==> src/rtl/mem_arbiter.sv <==
// Two-requester arbiter in front of a single slow memory port.
// Instruction (i_*) and data (d_*) sides each present a held read/write request
// and see a one-cycle ready strobe on completion. Conflicts in IDLE are resolved
// round-robin. Every transaction is followed by one TURN cycle and one IDLE cycle.
// Ports:
//   clk, rst                    clock, asynchronous active-high reset
//   i_read/i_write/i_addr/i_wdata/i_rdata/i_ready   instruction-side request port
//   d_read/d_write/d_addr/d_wdata/d_rdata/d_ready   data-side request port
//   mem_read/mem_write/mem_addr/mem_wdata/mem_rdata/mem_ready   shared memory port
//   i_count, d_count            saturating completed-transaction counters
module mem_arbiter #(
  parameter int unsigned ADDR_W = 28,
  parameter int unsigned DATA_W = 128,
  parameter int unsigned CNT_W  = 16
) (
  input  logic              clk,
  input  logic              rst,
  input  logic              i_read,
  input  logic              i_write,
  input  logic [ADDR_W-1:0] i_addr,
  input  logic [DATA_W-1:0] i_wdata,
  output logic [DATA_W-1:0] i_rdata,
  output logic              i_ready,
  input  logic              d_read,
  input  logic              d_write,
  input  logic [ADDR_W-1:0] d_addr,
  input  logic [DATA_W-1:0] d_wdata,
  output logic [DATA_W-1:0] d_rdata,
  output logic              d_ready,
  output logic              mem_read,
  output logic              mem_write,
  output logic [ADDR_W-1:0] mem_addr,
  output logic [DATA_W-1:0] mem_wdata,
  input  logic [DATA_W-1:0] mem_rdata,
  input  logic              mem_ready,
  output logic [CNT_W-1:0]  i_count,
  output logic [CNT_W-1:0]  d_count
);

  typedef enum logic [1:0] {StIdle, StGrantI, StGrantD, StTurn} state_e;

  state_e             state_q, state_d;
  logic               last_d_q, last_d_d;  // 1: data side was granted most recently
  logic [CNT_W-1:0]   i_count_q, i_count_d;
  logic [CNT_W-1:0]   d_count_q, d_count_d;

  logic i_pend, d_pend;
  assign i_pend = i_read | i_write;
  assign d_pend = d_read | d_write;

  // Read data is broadcast; only the side whose ready is high consumes it.
  assign i_rdata = mem_rdata;
  assign d_rdata = mem_rdata;
  assign i_count = i_count_q;
  assign d_count = d_count_q;

  always_comb begin
    state_d   = state_q;
    last_d_d  = last_d_q;
    i_count_d = i_count_q;
    d_count_d = d_count_q;
    mem_read  = 1'b0;
    mem_write = 1'b0;
    mem_addr  = '0;
    mem_wdata = '0;
    i_ready   = 1'b0;
    d_ready   = 1'b0;

    unique case (state_q)
      StIdle: begin
        if (i_pend && d_pend) begin
          // Round-robin: hand the grant to whoever did not get it last time.
          if (last_d_q) begin
            state_d  = StGrantI;
            last_d_d = 1'b0;
          end else begin
            state_d  = StGrantD;
            last_d_d = 1'b1;
          end
        end else if (i_pend) begin
          state_d  = StGrantI;
          last_d_d = 1'b0;
        end else if (d_pend) begin
          state_d  = StGrantD;
          last_d_d = 1'b1;
        end
      end

      StGrantI: begin
        mem_addr  = i_addr;
        mem_wdata = i_wdata;
        mem_write = i_write;
        mem_read  = i_read & ~i_write;  // write wins when both are raised
        i_ready   = mem_ready;
        if (mem_ready) begin
          state_d = StTurn;
          if (i_count_q != '1) i_count_d = i_count_q + CNT_W'(1);
        end
      end

      StGrantD: begin
        mem_addr  = d_addr;
        mem_wdata = d_wdata;
        mem_write = d_write;
        mem_read  = d_read & ~d_write;
        d_ready   = mem_ready;
        if (mem_ready) begin
          state_d = StTurn;
          if (d_count_q != '1) d_count_d = d_count_q + CNT_W'(1);
        end
      end

      StTurn: begin
        state_d = StIdle;
      end

      default: begin
        state_d = StIdle;
      end
    endcase
  end

  always_ff @(posedge clk or posedge rst) begin
    if (rst) begin
      state_q   <= StIdle;
      last_d_q  <= 1'b0;
      i_count_q <= '0;
      d_count_q <= '0;
    end else begin
      state_q   <= state_d;
      last_d_q  <= last_d_d;
      i_count_q <= i_count_d;
      d_count_q <= d_count_d;
    end
  end

endmodule

==> config.mk <==
export PLATFORM = sky130hd
export DESIGN_NAME = mem_arbiter
export DESIGN_NICKNAME = d
export VERILOG_FILES = /design/src/rtl/mem_arbiter.sv
export SDC_FILE = /design/constraint.sdc
export NUM_CORES = 1
export LEC_CHECK = 0
export ABC_AREA = 1
export CORE_AREA = 2 2 344 346
export DETAILED_ROUTE_END_ITERATION = 8
export DIE_AREA = 0 0 346 348
export GPL_TIMING_DRIVEN = 0
export PLACE_DENSITY = 0.3
export SYNTH_ARGS = -nofsm -noshare
export SYNTH_HDL_FRONTEND = slang
export SYNTH_SLANG_ARGS = --single-unit
==> constraint.sdc <==
create_clock -name clk -period 5.6 [get_ports clk]
set_input_delay 1.68 -clock clk [delete_from_list [all_inputs] [get_ports clk]]
set_output_delay 1.68 -clock clk [all_outputs]
set_load 0.02 [all_outputs]
Yosys cells after proc, flatten, opt, wreduce, memory -nomap -nowiden

Index checks and enable logic that the tools add are counted.

Bits in registers: 35
Input port bits: 447
Output and inout port bits: 448
Logic and storage cells: 43

$add $sub $neg: 2
Equality and inequality tests: 7
Mux-type cells: 16
Bitwise gates (word level): 6
Reduce and logical (&&, ||, !) cells: 8

Operators with widths:

| cell                  | count |
|---|---|
| $pmux 128 s2          | 1 |
| $pmux 28 s2           | 1 |
| $add 16x1->16 const B | 2 |
| $ne 16x16->1 const B  | 2 |
| $mux 2                | 5 |
| $mux 1                | 6 |
| $pmux 2 s3            | 1 |
| $reduce_and 3->1      | 2 |
| $eq 2x2->1 const B    | 2 |
| $ne 4x4->1 const B    | 1 |
| $pmux 1 s2            | 2 |
| $reduce_and 2->1      | 2 |
| $reduce_bool 3->1     | 1 |
| $and 1x1->1           | 2 |
| $eq 2x1->1 const B    | 1 |
| $logic_not 2->1       | 1 |
| $ne 2x1->1 const B    | 1 |
| $not 1->1             | 2 |
| $or 1x1->1            | 2 |
| $reduce_or 2->1       | 1 |
| $logic_and 1x1->1     | 1 |

Depth between registers and ports, before layout

Gate-level depths: netlist of the first run.

Depth in word-level cells: 5
Mapped depth: 10
Mapped depth without buffers: 9

Worst setup path after synthesis of the first run

OpenSTA, ideal clock, no wires.

Path type: input -> output
From: input i_write
To: output mem_read
Data arrival time: 2,187 ps
Required time: 3,920 ps
Path slack: 1,733 ps
Stages: 2
Buffers on the path: 0
Path through: nand3b_1 > a21oi_1

Longest elaborated chain between the ends: 3

RTL lines:

| what        | line | text |
|---|---|---|
| from (decl) | 19   | `input logic i_write,` |
| $not 1->1   | 93   | `mem_read = i_read & ~i_write;` |
| $and 1x1->1 | 93   |  |
| $pmux 1 s2  | 69   | `unique case (state_q)` |
| to (decl)   | 30   | `output logic mem_read,` |

Every way passes these cells.

Final worst setup path of the first run

From: input i_wdata[87]
To: output mem_wdata[87]

Longest elaborated chain between the ends: 1

RTL lines:

| what         | line | text |
|---|---|---|
| from (decl)  | 21   | `input logic [DATA_W-1:0] i_wdata,` |
| $pmux 128 s2 | 69   |  |
| to (decl)    | 33   | `output logic [DATA_W-1:0] mem_wdata,` |

Every way passes these cells.

==> results of run 1 <==
## Yosys cell counts (all sizes together)
cell / count
dfrtp: 35
nand3b: 3
nand2: 462
buf: 276
nor3: 2
inv: 30
nor2: 34
a21oi: 158
o21ai: 13
a21boi: 1
xnor2: 13
clkinv: 1
clkbuf: 37
nand3: 16
nand4: 13
ha: 6
## cells by family after synthesis
logic type               synth area share
flip-flops                          0.138
AO/OA/AOI/OAI                       0.138
adder cells (fa/ha/maj)            0.0118
AND/OR/NAND/NOR                     0.332
buffers and inverters               0.362
XOR/XNOR                           0.0180
## per-layer routing
metal,wire length (um),global-route usage,vias up
met5,338,0,-
met3,7330,0.0468,95
met1,35100,0.162,4448
met4,744,0.00891,52
li1,-,-,4759
met2,38100,0.214,460
## layout make-up
cell class / count / area, sq um
inverters: 31 / 119
clock buffers: 7 / 133
multi-input cells: 721 / 3170
clock inverters: 1 / 5.00
fillers: 13600 / 101000
diodes: 8 / 20.0
repair buffers: 767 / 7690
well taps: 1536 / 1920
plain buffers: 313 / 2180
flip-flops and latches: 35 / 876
## registers in the layout (all words and copies together), names as in the netlist
| register | count |
|---|---|
| last_d_q | 1 |
| state_q | 2 |
| i_count | 16 |
| d_count | 16 |
## cells in the final DEF, fill, tap and decap left out, types with 2 or more instances in the layout
| cell | count |
|---|---|
| inv_1 | 26 |
| o21ai_0 | 12 |
| nand2_4 | 2 |
| clkbuf_16 | 5 |
| nand2_2 | 2 |
| nor2_1 | 32 |
| buf_2 | 10 |
| buf_6 | 3 |
| a21oi_1 | 158 |
| buf_1 | 6 |
| dfrtp_1 | 35 |
| nand3b_1 | 3 |
| nand3_2 | 2 |
| nand2_1 | 458 |
| clkbuf_2 | 3 |
| clkdlybuf4s50_1 | 764 |
| nand3_1 | 14 |
| clkbuf_1 | 36 |
| buf_4 | 257 |
| nand4_1 | 13 |
| inv_2 | 3 |
| ha_1 | 6 |
| xnor2_1 | 13 |
| diode_2 | 8 |
## stage by stage
step | worst slack (ns) | setup TNS [ns] | instances | total power, mW
floorplan | 1.73 | 0 | 1100 | 2.63
global placement | -0.144 | -0.144 | 3402 | 6.03
detailed placement | -0.313 | -0.821 | 3403 | 6.03
CTS | 0.0640 | 0 | 3411 | 6.33
global route | 0.148 | 0 | 3413 | 6.48
finish | 0.363 | 0 | 3419 | 6.06
## worst register-to-register path, cell delays in order, from the launching register on
cell     delay [ns]
dfrtp_1        0.45
ha_1           0.31
nand3_2        0.18
nor3_4         0.20
nand2_2        0.13
nand2_4        0.14
inv_2          0.06
buf_6          0.14
nand2_1        0.06
nand2_1        0.05
## report_power, final
group / switching, mW / internal, mW / leakage [nW] / total, mW
logic: 3.59 / 1.85 / 5.51 / 5.44
registers: 0.0494 / 0.291 / 0.474 / 0.340
clock network: 0.111 / 0.165 / 0.0679 / 0.276
## final timing paths
path | depth (start not counted) | to | slack, ns | start
worst max-delay path | 4 | mem_wdata[87] | 0.36 | i_wdata[87]
worst min-delay path | 2 | last_d_q$_DFFE_PP0P_ | 0.51 | last_d_q$_DFFE_PP0P_
worst max register to register | 9 | d_count[9]$_DFFE_PP0P_ | 3.77 | d_count[1]$_DFFE_PP0P_
worst min register to register | 2 | last_d_q$_DFFE_PP0P_ | 0.51 | last_d_q$_DFFE_PP0P_
max in group asynchronous | 3 | i_count[1]$_DFFE_PP0P_ | 3.47 | rst
min in group asynchronous | 2 | last_d_q$_DFFE_PP0P_ | 1.68 | rst
## timing repair
action                                  4_1_cts  5_1_grt
cloned                                        0        0
resized for setup                             2        3
endpoints found under the setup margin       64        2
==> key figures, run 1 <==
Timing
  • RSZ-0062 raised after global routing: false
  • Post-layout min period: approximately 5.2 ns
  • Final Max Slew Viols: 0
  • Final hold vios: 0
  • Worst Tran Pin Value: around 1.3 ns
  • Relative slew margins: 0.136
  • Fmax: 0.191 GHz
  • Worst Hold Slack: 0.509 ns
  • Final setup viols: 0
  • Max Clock Skew: 0.00319 ns
  • Post-route clock period utilization: 0.935

Die
  • # IOs: about 900
  • Rows: around 130
  • Full die area: 0.120 sq mm
  • Core Area: 0.117 sq mm
  • Die Y: 348 um
  • Die span in x: 346 um
  • Initial core utilization: 0.0542

Power
  • Static leakage: a little over 6 nW
  • Power per cell area: 376 mW/mm^2
  • Maximum VDD drop: 196 uV

Drt
  • Avg WL per Cell: 23.9 um
  • Post-route DRC: 0
  • Drt initial violations: 469
  • Router iterations before antenna repair: 4
  • Drt total wl: a little over 80000 um
  • Final ANT Viol Nets: 0
  • Vias: roughly 10000
  • Vias/cell: about 2.9

Final layout
  • Core Util, Final: 0.138
  • P&R area growth vs syn: 154%
  • Fin nets: roughly 2300
  • Proportion of layout cells with a drive suffix above 1: 0.157
  • Finished Cell Area: 0.0161 sq mm

Logic synthesis
  • Synth top area cells: buf_4 (30%), nand2_1 (27%), dfrtp_1 (14%), a21oi_1 (12%), clkbuf_1 (2.2%)
  • Yosys top cell area share: 0.304
  • Synth area leader: buf_4
  • Post-synthesis cell area: 0.00634 sq mm
  • Yosys warns: 0
  • Flops & latches, synth: 35
  • Netlist cell types: 28
  • Syn_nets: 1553
  • Mapped Cells: 1100
  • Mapped Avg Cell Area: 5.76 sq um
  • Seq/Total Area, Yosys: 0.138

Clock network
  • H-tree lvl count: 2
  • Clock latency on the worst-skew pair: 0.28 ns
  • CTS tree: yes
  • CTS buffer count: 5
  • Cts hold-fix bufs: 0
  • Clock sinks: 35
  • Root buf cell: clkbuf_16
  • Worst-path clk slew: 0.06 ns
  • Post-CTS Setup Repair Bufs: 0
  • CTS Buffer Depth: 2

Critical path
  • Delay-heaviest family, CP: buffers and inverters
  • Crit path max fanout: 1
  • WP data required: 3.92 ns
  • Cell Chain, Critical Path: clkdlybuf4s50_1 > nand2_1 > a21oi_1 > clkdlybuf4s50_1
  • Critical path startpoint category: input pin
  • Slowest-stage cell, CP: clkdlybuf4s50_1
  • Critical path type: in2out
  • Critical path's most frequent cell: clkdlybuf4s50_1
  • CP Buf/Inv Count: 2
  • CP peak stage delay: between 0.8 and 0.9 ns
  • CP Capture Type: output port
  • Critical Path AT: 3.56 ns

Placement
  • Gpl congestion: slightly above 0.8
  • DP Wirelength: 75300 um
  • Dpl cell area: approximately 0.016 sq mm
  • Buffers on Ports: 766

Global route
  • Gr usage total: 0.128
  • Initial antenna violation count: 56
  • Pin count of the biggest net entering global routing: 26
  • Vias in the first global route: 9696
  • First-pass GRT wire length: 102000 um
  • GR Overflow Total: 0

Min path
  • Hold Crit Class: reg2reg

Status
  • Run status: finished, final reports clean

Run
  • Max Cap Viol: 0
Note: power is estimated with default switching activity, not from simulation.
==> inputs of run 2 (changes only) <==
--- a/config.mk
+++ b/config.mk
@@ -11,6 +11,7 @@
 export DIE_AREA = 0 0 346 348
 export GPL_TIMING_DRIVEN = 0
 export PLACE_DENSITY = 0.3
+export SKIP_LAST_GASP = 1
 export SYNTH_ARGS = -nofsm -noshare
 export SYNTH_HDL_FRONTEND = slang
 export SYNTH_SLANG_ARGS = --single-unit
==> results of run 2 <==
Final layout, timing and power as in run 1 (identical DEF).
